[src/rtl/fpu_pkg.sv]
// Shared binary32 definitions for the basic FPU path.
//   - field widths and bit offsets of an IEEE-754 single
//   - canonical quiet NaN reported when a frame holds no ordered sample
//   - NaN classifier and the range-tracker state encoding
package fpu_pkg;

    localparam int FP_W        = 32;
    localparam int FP_EXP_W    = 8;
    localparam int FP_MAN_W    = 23;
    localparam int FP_MAN_LSB  = 0;
    localparam int FP_EXP_LSB  = FP_MAN_LSB + FP_MAN_W;
    localparam int FP_SIGN_BIT = FP_EXP_LSB + FP_EXP_W;

    localparam logic [FP_W-1:0] FP_QNAN = 32'h7FC0_0000;

    typedef enum logic [1:0] {
        IDLE   = 2'd0,
        ACCUM  = 2'd1,
        RESULT = 2'd2
    } state_t;

    function automatic logic is_nan(input logic [FP_W-1:0] x);
        return (x[FP_EXP_LSB +: FP_EXP_W] == {FP_EXP_W{1'b1}}) &&
               (x[FP_MAN_LSB +: FP_MAN_W] != '0);
    endfunction

endpackage

[src/rtl/float_minmax_stream_if.sv]
// Sample stream in (valid/ready/last) and result beat out (valid/ready).
//   master : upstream producer / downstream consumer side
//   slave  : float_minmax_stream side
interface float_minmax_stream_if #(
    parameter int COUNT_W = 16
);
    logic [31:0]        s_data;
    logic               s_valid;
    logic               s_last;
    logic               s_ready;
    logic [31:0]        m_max;
    logic [31:0]        m_min;
    logic [COUNT_W-1:0] m_count;
    logic               m_nan;
    logic               m_valid;
    logic               m_ready;

    modport master (
        output s_data, s_valid, s_last, m_ready,
        input  s_ready, m_max, m_min, m_count, m_nan, m_valid
    );

    modport slave (
        input  s_data, s_valid, s_last, m_ready,
        output s_ready, m_max, m_min, m_count, m_nan, m_valid
    );

endinterface

[src/rtl/float_greater_than.sv]
// Combinational binary32 ordering: o_gt = (i_a > i_b).
//   i_a, i_b : binary32 operands
//   o_gt     : strict greater-than; 0 if either operand is NaN
// Infinities order normally and -0 orders strictly below +0.
module float_greater_than
    import fpu_pkg::*;
(
    input  logic [FP_W-1:0] i_a,
    input  logic [FP_W-1:0] i_b,
    output logic            o_gt
);

    logic [FP_W-1:0] w_key_a;
    logic [FP_W-1:0] w_key_b;

    // Map onto an unsigned key whose order matches numeric order:
    // negatives are bit-inverted, positives get the top bit set.
    // -0 becomes 7FFFFFFF and +0 becomes 80000000, so they stay distinct.
    assign w_key_a = i_a[FP_SIGN_BIT] ? ~i_a : {1'b1, i_a[FP_SIGN_BIT-1:0]};
    assign w_key_b = i_b[FP_SIGN_BIT] ? ~i_b : {1'b1, i_b[FP_SIGN_BIT-1:0]};

    assign o_gt = !is_nan(i_a) && !is_nan(i_b) && (w_key_a > w_key_b);

endmodule

[src/rtl/float_minmax_stream.sv]
// Streaming binary32 range tracker: running max/min, sample count and
// NaN presence per frame, one result beat at end-of-frame.
//   clk     : system clock
//   reset_n : asynchronous active-low reset
//   bus     : sample stream in, result beat out (slave modport)
//
// state  | meaning
// IDLE   | no ordered (non-NaN) sample held yet in this frame
// ACCUM  | max/min hold valid data
// RESULT | result beat presented, input stalled
module float_minmax_stream
    import fpu_pkg::*;
#(
    parameter int COUNT_W = 16
) (
    input  logic                  clk,
    input  logic                  reset_n,
    float_minmax_stream_if.slave  bus
);

    state_t             r_state;
    state_t             w_state_nxt;
    logic [FP_W-1:0]    r_max;
    logic [FP_W-1:0]    r_min;
    logic [COUNT_W-1:0] r_count;
    logic               r_nan;

    logic               w_accept;
    logic               w_done;
    logic               w_sample_nan;
    logic               w_gt_max;
    logic               w_lt_min;

    assign w_accept     = bus.s_valid && (r_state != RESULT);
    assign w_done       = (r_state == RESULT) && bus.m_ready;
    assign w_sample_nan = is_nan(bus.s_data);

    float_greater_than u_gt_max (
        .i_a  (bus.s_data),
        .i_b  (r_max),
        .o_gt (w_gt_max)
    );

    float_greater_than u_gt_min (
        .i_a  (r_min),
        .i_b  (bus.s_data),
        .o_gt (w_lt_min)
    );

    always_ff @(posedge clk or negedge reset_n) begin
        if (!reset_n) begin
            r_state <= IDLE;
        end else begin
            r_state <= w_state_nxt;
        end
    end

    always_comb begin
        w_state_nxt = r_state;
        case (r_state)
            IDLE: begin
                if (w_accept) begin
                    if (bus.s_last) begin
                        w_state_nxt = RESULT;
                    end else if (!w_sample_nan) begin
                        w_state_nxt = ACCUM;
                    end
                end
            end
            ACCUM: begin
                if (w_accept && bus.s_last) begin
                    w_state_nxt = RESULT;
                end
            end
            RESULT: begin
                if (bus.m_ready) begin
                    w_state_nxt = IDLE;
                end
            end
            default: w_state_nxt = IDLE;
        endcase
    end

    // In IDLE a NaN parks the canonical QNaN in max/min so an all-NaN
    // frame reports it; the first ordered sample overwrites it.
    always_ff @(posedge clk or negedge reset_n) begin
        if (!reset_n) begin
            r_max   <= '0;
            r_min   <= '0;
            r_count <= '0;
            r_nan   <= 1'b0;
        end else if (w_done) begin
            r_max   <= '0;
            r_min   <= '0;
            r_count <= '0;
            r_nan   <= 1'b0;
        end else if (w_accept) begin
            if (r_count != {COUNT_W{1'b1}}) begin
                r_count <= r_count + 1'b1;
            end
            if (w_sample_nan) begin
                r_nan <= 1'b1;
                if (r_state == IDLE) begin
                    r_max <= FP_QNAN;
                    r_min <= FP_QNAN;
                end
            end else if (r_state == IDLE) begin
                r_max <= bus.s_data;
                r_min <= bus.s_data;
            end else begin
                if (w_gt_max) begin
                    r_max <= bus.s_data;
                end
                if (w_lt_min) begin
                    r_min <= bus.s_data;
                end
            end
        end
    end

    assign bus.s_ready = (r_state != RESULT);
    assign bus.m_valid = (r_state == RESULT);
    assign bus.m_max   = r_max;
    assign bus.m_min   = r_min;
    assign bus.m_count = r_count;
    assign bus.m_nan   = r_nan;

endmodule

[src/flat_wrapper.sv]
// flat-port wrapper written by rule: the top's interface ports become plain ports
module float_minmax_stream_flat import fpu_pkg::*;
#(
    parameter int COUNT_W = 16
)
  (clk, reset_n, bus_s_data, bus_s_valid, bus_s_last, bus_m_ready, bus_s_ready, bus_m_max, bus_m_min, bus_m_count, bus_m_nan, bus_m_valid);
  float_minmax_stream_if #(.COUNT_W(COUNT_W)) bus_i ();
  input  logic clk;
  input  logic reset_n;
  input wire logic [$bits(bus_i.s_data)-1:0] bus_s_data;
  input wire logic [$bits(bus_i.s_valid)-1:0] bus_s_valid;
  input wire logic [$bits(bus_i.s_last)-1:0] bus_s_last;
  input wire logic [$bits(bus_i.m_ready)-1:0] bus_m_ready;
  output wire logic [$bits(bus_i.s_ready)-1:0] bus_s_ready;
  output wire logic [$bits(bus_i.m_max)-1:0] bus_m_max;
  output wire logic [$bits(bus_i.m_min)-1:0] bus_m_min;
  output wire logic [$bits(bus_i.m_count)-1:0] bus_m_count;
  output wire logic [$bits(bus_i.m_nan)-1:0] bus_m_nan;
  output wire logic [$bits(bus_i.m_valid)-1:0] bus_m_valid;
  assign bus_i.s_data = bus_s_data;
  assign bus_i.s_valid = bus_s_valid;
  assign bus_i.s_last = bus_s_last;
  assign bus_i.m_ready = bus_m_ready;
  assign bus_s_ready = bus_i.s_ready;
  assign bus_m_max = bus_i.m_max;
  assign bus_m_min = bus_i.m_min;
  assign bus_m_count = bus_i.m_count;
  assign bus_m_nan = bus_i.m_nan;
  assign bus_m_valid = bus_i.m_valid;
  float_minmax_stream #(.COUNT_W(COUNT_W)) u_core (.clk(clk), .reset_n(reset_n), .bus(bus_i));
endmodule
[config.mk]
export PLATFORM = sky130hd
export DESIGN_NAME = float_minmax_stream_flat
export DESIGN_NICKNAME = d
export VERILOG_FILES = /design/src/rtl/fpu_pkg.sv /design/src/rtl/float_minmax_stream_if.sv /design/src/rtl/float_greater_than.sv /design/src/rtl/float_minmax_stream.sv /design/src/flat_wrapper.sv
export SDC_FILE = /design/constraint.sdc
export NUM_CORES = 1
export LEC_CHECK = 0
export ABC_AREA = 1
export CAP_MARGIN = 20
export CELL_PAD_IN_SITES_DETAIL_PLACEMENT = 1
export CELL_PAD_IN_SITES_GLOBAL_PLACEMENT = 1
export CORE_UTILIZATION = 42
export DETAILED_ROUTE_END_ITERATION = 10
export PLACE_DENSITY = 0.95
export RECOVER_POWER = 50
export SYNTH_ARGS = -nofsm -noshare
export SYNTH_HDL_FRONTEND = slang
export SYNTH_SLANG_ARGS = --single-unit
[constraint.sdc]
create_clock -name clk -period 6.79 [get_ports clk]
set_input_delay 0.679 -clock clk [delete_from_list [all_inputs] [get_ports clk]]
set_output_delay 0.679 -clock clk [all_outputs]
set_load 0.05 [all_outputs]
Word level (Yosys, flattened, before mapping)
Index checks and enable logic that the tools add are counted.
- add/sub/neg operators: 1
- magnitude comparators: 2
- equal/unequal tests: 12
- mux-type cells: 26
- bitwise logic cells: 3
- reductions and logical operators: 27
- operators with widths (cell ; count):
    32-bit two-way mux ; 14
    32-bit inverter ; 3
    23-bit nonzero test ; 3
    32-bit > comparator ; 2
    16-bit two-way mux ; 3
    8-bit equality test, second input constant ; 3
    16-bit by 1-bit adder with 16-bit output, second input constant ; 1
    16-bit inequality test, second input constant ; 1
    1-bit logical AND ; 10
    2-bit two-way mux ; 5
    2-bit case mux with 3 select lines ; 1
    3-bit AND reduction ; 2
    2-bit nonzero test ; 3
    3-bit nonzero test ; 2
    2-bit by 1-bit inequality test with 1-bit output, second input constant ; 2
    2-bit inequality test, second input constant ; 2
    2-bit AND reduction ; 2
    4-bit AND reduction ; 1
    1-bit logical NOT ; 3
    1-bit two-way mux ; 3
    3-bit by 2-bit inequality test with 1-bit output, second input constant ; 1
    3-bit inequality test, second input constant ; 1
    2-bit by 1-bit equality test with 1-bit output, second input constant ; 1
    2-bit equality test, second input constant ; 1
    2-bit logical NOT ; 1
- register bits after elaboration: 83
- bits of input ports: 37
- output and inout port bits: 83
- logic and storage cells: 76

Depth between registers and ports, before layout
Gate-level depths: netlist (run 1).
- depth in word-level cells: 10
- mapped depth: 20
- depth with buffers taken out: 17

Modules after synthesis
From an unflattened synthesis (run 1), not the netlist that was laid out.
- cells, all modules: 897
- area, all modules: 7025.5 sq um
- by module, submodules not included (module ; instances ; cells each ; area an instance (sq um) ; sequential area each (sq um)):
    float_minmax_stream ; 1 ; 440 ; 3935.0 ; 2077.0
    float_greater_than (u_core.u_gt_min) ; 1 ; 229 ; 1551.5 ; 0.0
    float_greater_than (u_core.u_gt_max) ; 1 ; 228 ; 1539.0 ; 0.0

Least setup slack after synthesis (run 1)
Ideal clock, no wire load.
- path type: input to register
- start point: in bus_s_data[31]
- end point: reg u_core.r_max[16], in the netlist u_core.bus.m_max[16]
- data arrival time: 2.970 ns
- setup slack: 3.700 ns
- stages: 20
- path buffers: 4
- path through: buf_4 -> buf_2 -> buf_2 -> xnor2_1 -> inv_1 -> ha_1 -> nand2_1 -> nor2_1 -> nand4_1 -> nor3_1 -> nand2_1 -> nand2_1 -> nand2_1 -> nand2_1 -> nand2_1 -> nand2_2 -> nand2_4 -> buf_6 -> nand2_1 -> nand2_1
- word-level cells in the longest chain between the ends: 6
- RTL lines (what ; RTL line ; RTL):
    from (decl) ; flat_wrapper.sv:10 ; input wire logic [$bits(bus_i.s_data)-1:0] bus_s_data;
    32-bit inverter ; float_greater_than.sv:19 ; assign w_key_a = i_a[FP_SIGN_BIT] ? ~i_a : {1'b1, i_a[FP_SIGN_BIT-1:0]};
    32-bit two-way mux (*) ; float_greater_than.sv:19 ;
    32-bit > comparator (*) ; float_greater_than.sv:22 ; assign o_gt = !is_nan(i_a) && !is_nan(i_b) && (w_key_a > w_key_b);
    1-bit logical AND (*) ; float_greater_than.sv:22 ;
    3-bit nonzero test (no line) (*) ; -- ;
    3-bit AND reduction (no line) (*) ; -- ;
    to (signal assigned) ; float_minmax_stream.sv:108 ; r_max <= bus.s_data;
    to (signal assigned) ; float_minmax_stream.sv:112 ; r_max <= bus.s_data;
    to (decl) ; float_minmax_stream.sv:23 ; logic [FP_W-1:0] r_max;
Mark *: on every way between the ends. The rest lies on a longest branch, timed or not.
A chain may end at the register's enable or synchronous reset.

==> metrics.md, run 1 <==
| Metric | Value |
|---|---|
| Aggregate global routing overflow | `0` |
| HP Class | `reg -> reg` |
| Post-synth cell types | `37` |
| Placed Cells | `1211` |
| Internal power | `between 2000 and 2500 uW` |
| Net switching power | `between 2000 and 3000 uW` |
| CTS tree | `built` |
| Pins Over Slew Limit | `86` |
| Switching share of power | `about 56%` |
| Clk Tree Root Cell | `clkbuf_16` |
| Final Cycle Share | `about 64%` |
| Layout cells sized above 1 | `3.346%` |
| Setup bufs post-CTS | `0` |
| Clock buffer count from CTS | `9` |
| Peak supply drop | `slightly above 0.3 mV` |
| Dominant cells by area after synthesis | `dfrtp_1 32%, nand2_1 15%, ha_1 12%` |
| I/O pin cnt | `120` |
| Die W | `127.3 um` |
| Sequential share of power | `23.2%` |
| Critical path arrival | `about 4.2 ns` |
| Largest net degree at the start of global routing | `68` |
| Delay-heaviest family, CP | `buffers and inverters` |
| Via Count | `~6600` |
| Starting Density | `43.18%` |
| Final setup viols | `0` |
| Clk Latency, worst-skew pair | `0.36 ns` |
| # nets final | `approximately 1100` |
| Cell row count | `45` |
| Core box area | `15260 um2` |
| Register area share after synthesis | `31.52%` |
| Antenna Nets Post-Route | `0` |
| Mapped cell area | `6589 um2` |
| Number of flops mapped to enable cells by yosys | `0` |
| Top FF cell, synth | `dfrtp_1` |
| Pwr per Cell Area | `roughly 570 nW/um2` |
| Failing checks | `capacitance limit, slew limit` |
| DR DRC count | `0` |
| CTS Sinks | `slightly above 80` |
| Critical path's most frequent cell | `clkbuf_1` |
| Post-Syn Nets | `1012` |
| Crit path max-delay cell type | `clkbuf_1` |
| WS Path Type | `in -> async` |
| Most frequent cells after synthesis | `265 x nand2_1, 100 x inv_1, 87 x nor2_1` |
| Slew Limit Headroom | `-63.24%` |
| Fin Clk Skew | `~0.0080 ns` |
| FFs w/ async S/R, synth | `100.0%` |
| Critical Path Source Type | `input port` |
| Critical-path cell list | `clkbuf_1, clkbuf_1` |
| Crit path capture type | `async pin` |
| CTS Hold Buffers Added | `0` |
| Die H | `approximately 130 um` |
| Syn-to-layout area delta | `24.00%` |
| Max Clock Freq | `between 200 and 250 MHz` |
| Final Instance Area | `approximately 8000 um2` |
| Post-synth top area share | `31.52%` |
| Clock slew at the register clock pins of the worst setup and hold paths | `roughly 0.07 ns` |
| Final Hold Fails | `0` |
| Synth Area per Inst | `a little over 7 um2` |
| Largest stage delay, worst path | `around 1.8 ns` |
| Placed cell area | `approximately 7800 um2` |
| Yosys warning total | `0` |
| Max Root-Sink Buffers | `2` |
| Total power | `4667 uW` |
| Fin crit period | `about 4.4 ns` |
| WL per Instance | `17.63 um` |
| Synthesis-stage register bit count | `83` |
| MaxCap Viol Count | `2` |
| Via density per instance | `approximately 5.4` |
| Port bufs | `119` |
| Setup TNS | `0 ns` |
| Logic pwr share | `about two thirds` |
| Actual slew at the worst max-slew pin | `approximately 2.4 ns` |
| DR pass1 iterations | `5` |
| CTS resizes | `0` |
| Biggest area consumer among synthesized cells | `dfrtp_1` |
| Die Area | `16190 um2` |
| Clock power frac | `between 10% and 20%` |
| Multi-input gate area | `approximately 3900 um2` |
| First-pass GRT wire length | `36.00 mm` |
| Final std cells w/o fill | `1227` |
| Reg area | `around 2100 um2` |
| Vias in the first global route | `between 7000 and 8000` |
| Status | `finished, violations left` |
| WP data required | `~6.6 ns` |
| Lkg Pwr | `0.004169 uW` |
| Mapped Cells | `~910` |
| DR iter-0 viols | `280` |
| Initial antenna violation count | `0` |
| Unrepaired setup endpoints after global routing | `false` |
| Worst Path Buf+Inv | `2` |
| H-tree depth | `3` |
| Routed WL | `between 20 and 25 mm` |
| Total track usage | `28.62%` |
| Most numerous cell in the Yosys netlist | `nand2_1` |
| Placer Congestion | `around 0.85` |
| Post-layout util | `a little over half` |
| # diodes | `0` |
| Critical Path Fanout Max | `43` |
| Post-DP HPWL | `around 16 mm` |
| Fill cells | `approximately 1900` |
==> per-layer routing <==
layer  track usage (%)  share of wire [%]  vias up
met4             14.08                3.8        0
met3             5.946                5.2       69
li1                  -                  -     3099
met1             33.79                 42     3177
met5                 0                  0        -
met2             49.52                 49      230
==> cell usage in the layout (no fill, tap or decap), types with 3 or more instances in the layout <==
cell / n
a21oi_1: 38
xor2_1: 38
nor4_1: 4
inv_1: 101
o21ai_0: 21
xnor2_1: 50
clkdlybuf4s50_1: 84
inv_2: 3
nand4_1: 14
clkbuf_16: 9
dfrtp_1: 81
nand2_1: 266
dlygate4sd3_1: 33
nand3_1: 77
ha_1: 61
nor3_1: 12
nor2_1: 87
==> cell families after synthesis <==
| kind of cell | Yosys count | share of synthesized area [%] |
|---|---|---|
| compound gates | 71 | 5.830 |
| fa+ha+maj | 61 | 11.58 |
| buf+inv | 140 | 9.267 |
| flops | 83 | 31.52 |
| simple gates | 471 | 30.10 |
| xor+xnor | 88 | 11.70 |
==> state kept, by name, indices dropped and copies added (netlist names) <==
signal,count
u_core.bus.m_max,32
u_core.r_state,2
u_core.bus.m_count,16
u_core.bus.m_nan,1
u_core.bus.m_min,32
==> stage by stage <==
step                setup WS, ns  hold WS (ns)
finish                     2.431        0.5360
global route               1.495        0.5675
CTS                        2.619        0.3284
detailed placement         2.340        0.5126
floorplan                  3.700        0.3834
global placement           2.495        0.4838
==> power groups by stage <==
| stage | Clock [uW] | Sequential [uW] | Combinational, uW |
|---|---|---|---|
| 4_1_cts | 572 | 1090 | 3060 |
| 3_5_place_dp | 0 | 1090 | 3000 |
| 5_1_grt | 592 | 1120 | 3330 |
| 6_report | 565 | 1080 | 3020 |
| 2_1_floorplan | 0 | 1600 | 1570 |
| 3_3_place_gp | 0 | 1070 | 2860 |
==> path summary, 6_finish.rpt <==
check	start	to	slack [ns]	depth (start not counted)
max in group clk	bus_s_data[31]	u_core.bus.m_min[10]	2.61	17
min	u_core.bus.m_min[0]	u_core.bus.m_min[0]	0.54	2
min in group asynchronous	reset_n	u_core.bus.m_max[29]	1.06	1
min reg2reg	u_core.bus.m_min[0]	u_core.bus.m_min[0]	0.54	2
max	reset_n	u_core.bus.m_max[31]	2.43	2
max reg2reg	u_core.bus.m_max[31]	u_core.bus.m_max[19]	2.79	15
==> layout make-up <==
type	count	area share (%)
clock buffers	9	2.757
clock inverters	7	1.317
inverters	105	4.855
multi-input cells	691	47.81
flip-flops and latches	83	25.45
well taps	211	3.231
repair buffers	121	14.58
No activity file was read; power rests on OpenSTA's default activity.
==> inputs of run 2 (changes only) <==
--- a/config.mk
+++ b/config.mk
@@ -9,9 +9,9 @@
 export CAP_MARGIN = 20
 export CELL_PAD_IN_SITES_DETAIL_PLACEMENT = 1
 export CELL_PAD_IN_SITES_GLOBAL_PLACEMENT = 1
-export CORE_UTILIZATION = 42
+export CORE_UTILIZATION = 35
 export DETAILED_ROUTE_END_ITERATION = 10
-export PLACE_DENSITY = 0.95
+export PLACE_DENSITY = 0.86
 export RECOVER_POWER = 50
 export SYNTH_ARGS = -nofsm -noshare
 export SYNTH_HDL_FRONTEND = slang
==> constraint.sdc (replaced) <==
create_clock -name clk -period 3.95 [get_ports clk]
set_input_delay 0.395 -clock clk [delete_from_list [all_inputs] [get_ports clk]]
set_output_delay 0.395 -clock clk [all_outputs]
set_load 0.05 [all_outputs]
==> metrics.md, run 2 (synthesis gave the netlist of run 1 again) <==
| Metric | Value |
|---|---|
| Internal power | `3649 uW (+77%)` |
| Slew Limit Headroom | `2.629% (+66 points)` |
| # nets final | `1118 (+0.81%)` |
| Antenna Nets Post-Route | `0 (unchanged)` |
| I/O pin cnt | `120 (unchanged)` |
| CTS Hold Buffers Added | `0 (unchanged)` |
| WS Path Type | `reg -> reg` |
| Reg2Reg Setup Slack | `0.46 ns (-2.33 ns)` |
| Max Root-Sink Buffers | `2 (unchanged)` |
| Via density per instance | `5.118 (-4.5%)` |
| Clk Tree Root Cell | `clkbuf_16` |
| Setup crit end | `u_core.bus.m_max[20]` |
| Setup bufs post-CTS | `0 (unchanged)` |
| First-pass GRT wire length | `35.60 mm (-1.1%)` |
| WP data required | `4.19 ns (-2.41 ns)` |
| Fill cells | `2267 (+18%)` |
| Critical Path Fanout Max | `32 (-26%)` |
| Total track usage | `23.40% (-5.2 points)` |
| Via Count | `6418 (-2.4%)` |
| # diodes | `0 (unchanged)` |
| H-tree depth | `3 (unchanged)` |
| Actual slew at the worst max-slew pin | `1.461 ns (-0.9880 ns)` |
| Logic pwr share | `65.6% (+0.9 points)` |
| Final setup viols | `0 (unchanged)` |
| Crit path capture type | `register` |
| Fin Clk Skew | `0.009195 ns (+0.001240 ns)` |
| Critical Path Source Type | `register` |
| Final Cycle Share | `between 80% and 90%` |
| Lkg Pwr | `0.004239 uW (+1.7%)` |
| Post-DP HPWL | `16.18 mm (+3.5%)` |
| Initial antenna violation count | `0 (unchanged)` |
| Max Clock Freq | `about 290 MHz` |
| Port bufs | `119 (unchanged)` |
| DR iter-0 viols | `294 (+5.0%)` |
| Critical path arrival | `3.73 ns (-0.44 ns)` |
| Aggregate global routing overflow | `0 (unchanged)` |
| DR DRC count | `5 (+5)` |
| Commonest cells after routing, fill and taps aside | `265 x nand2_1, 101 x inv_1, 87 x nor2_1` |
| Cell row count | `49 (+8.9%)` |
| Total power | `8077 uW (+73%)` |
| Clock slew at the register clock pins of the worst setup and hold paths | `0.07 ns (about the same)` |
| Setup TNS | `0 ns (unchanged)` |
| Peak supply drop | `0.5672 mV (+84%)` |
| CTS Sinks | `83 (unchanged)` |
| Final Hold Fails | `0 (unchanged)` |
| Routed WL | `21.68 mm (+0.22%)` |
| Layout cells sized above 1 | `4.293% (+0.95 points)` |
| CTS resizes | `0 (unchanged)` |
| MaxCap Viol Count | `0 (-2)` |
| Clock buffer count from CTS | `9 (unchanged)` |
| Clk Latency, worst-skew pair | `0.35 ns (about the same)` |
| Most common cell after layout, fill and taps aside | `nand2_1` |
| Unrepaired setup endpoints after global routing | `false` |
| Status | `finished, violations left` |
| Die W | `139.2 um (+9.4%)` |
| HP Class | `in -> async` |
| Net switching power | `4429 uW (+70%)` |
| Fin crit period | `3.488 ns` |
| Die H | `139.2 um (+9.4%)` |
| Clock power frac | `12.4% (+0.3 points)` |
| Pins Over Slew Limit | `0 (-100%)` |
| Placer Congestion | `0.8494 (+0.38%)` |
| DR pass1 iterations | `10 (+5)` |
| CTS tree | `built` |
| Starting Density | `36.18% (-7.0 points)` |
| Syn-to-layout area delta | `25.98%` |
| Die Area | `19380 um2 (+20%)` |
| CP startpoint | `u_core.bus.m_max[31]` |
| Sequential share of power | `22.0% (-1.2 points)` |
| Pwr per Cell Area | `973.1 nW/um2 (+70%)` |
| Reg-to-reg endpoint | `u_core.bus.m_max[20]` |
| Failing checks | `DRC` |
| Core box area | `18210 um2 (+19%)` |
| Worst r2r src | `u_core.bus.m_max[31]` |
| R2R cell count | `16 (+1)` |
| Largest net degree at the start of global routing | `58 (-15%)` |
| Switching share of power | `54.83% (-0.98 points)` |
| WL per Instance | `17.29 um (-1.9%)` |
| Vias in the first global route | `6863 (-4.5%)` |
-- run 2: changes by cell type in the layout (fill, tap and decap cells not counted), sizes merged --
cell and delta:
clkdlybuf4s50 -4, bufinv +1, dlygate4sd3 +4, inv -3, buf +10, clkinvlp -1, clkinv +2
-- run 2: how the worst min path moves through the flow --
| stage | startpoint | end | depth (start not counted) |
|---|---|---|---|
| after detailed placement | u_core.bus.m_nan | u_core.bus.m_nan | 2 |
| after CTS | reset_n | u_core.bus.m_min[26] | 1 |
| after global placement | u_core.bus.m_nan | u_core.bus.m_nan | 2 |
| final | reset_n | u_core.bus.m_min[24] | 1 |
| after floorplan | reset_n | u_core.bus.m_count[0] | 0 |
| after global routing | reset_n | u_core.bus.m_min[24] | 1 |
-- run 2: critical path: stages (launching register included) --
cell and delay, ns:
dfrtp_2 0.75, buf_4 0.37, xnor2_1 0.10, ha_1 0.29, nand2_1 0.07, inv_1 0.05
nand4_1 0.11, nor3_1 0.32, nand2_1 0.11, nand2_1 0.09, nand2_1 0.06, nand2_1 0.06
nand2_1 0.06, nand2_2 0.30, nand2_4 0.37, nand2_1 0.17, nand2_1 0.06
-- run 2: metrics by stage --
step           setup WS, ns  cell area (um2)  hold WS, ns  std cells  utilization, %
2_1_floorplan        0.9534             6589      0.09941        914               -
3_3_place_gp         0.5873             7943       0.4733       1237           43.62
3_5_place_dp         0.3869             7943       0.5086       1237           43.62
4_1_cts              0.4160             8284       0.1548       1253           45.50
5_1_grt              0.1427             8300       0.1668       1254           45.59
6_report             0.4620             8300      0.09731       1254           45.59
-- run 2: layout make-up --
type / instances / area (um2) / share of cell area [%]
clock buffers: 10 / 229.0 / 2.759
multi-input cells: 691 / 3909 / 47.09
flip-flops and latches: 83 / 2079 / 25.05
clock inverters: 6 / 112.6 / 1.357
well taps: 229 / 286.5 / 3.452
repair buffers: 130 / 1287 / 15.51
inverters: 105 / 396.6 / 4.778
-- run 2: power groups by stage --
stage                     clock, uW  combinational, uW  sequential [uW]
after global placement            0               5070             1790
after detailed placement          0               5270             1800
after global routing           1050               5820             1840
after CTS                      1020               5360             1790
final                          1000               5300             1780
after floorplan                   0               2700             2750
-- run 2: layer usage --
| metal | track usage [%] | vias up | share of wire, % |
|---|---|---|---|
| met4 | 8.246 | 0 | 2.2 |
| li1 | - | 3112 | - |
| met1 | 28.85 | 3100 | 44 |
| met2 | 41.20 | 171 | 50 |
| met5 | 0 | - | 0 |
| met3 | 3.729 | 35 | 4.5 |
==> inputs of run 3 (changes only) <==
--- a/config.mk
+++ b/config.mk
@@ -10,6 +10,7 @@
 export CELL_PAD_IN_SITES_DETAIL_PLACEMENT = 1
 export CELL_PAD_IN_SITES_GLOBAL_PLACEMENT = 1
 export CORE_UTILIZATION = 35
+export CTS_CLUSTER_DIAMETER = 150
 export DETAILED_ROUTE_END_ITERATION = 10
 export PLACE_DENSITY = 0.86
 export RECOVER_POWER = 50
==> results of run 3 <==
The final DEF is identical to that of run 2; final timing and power are the same.
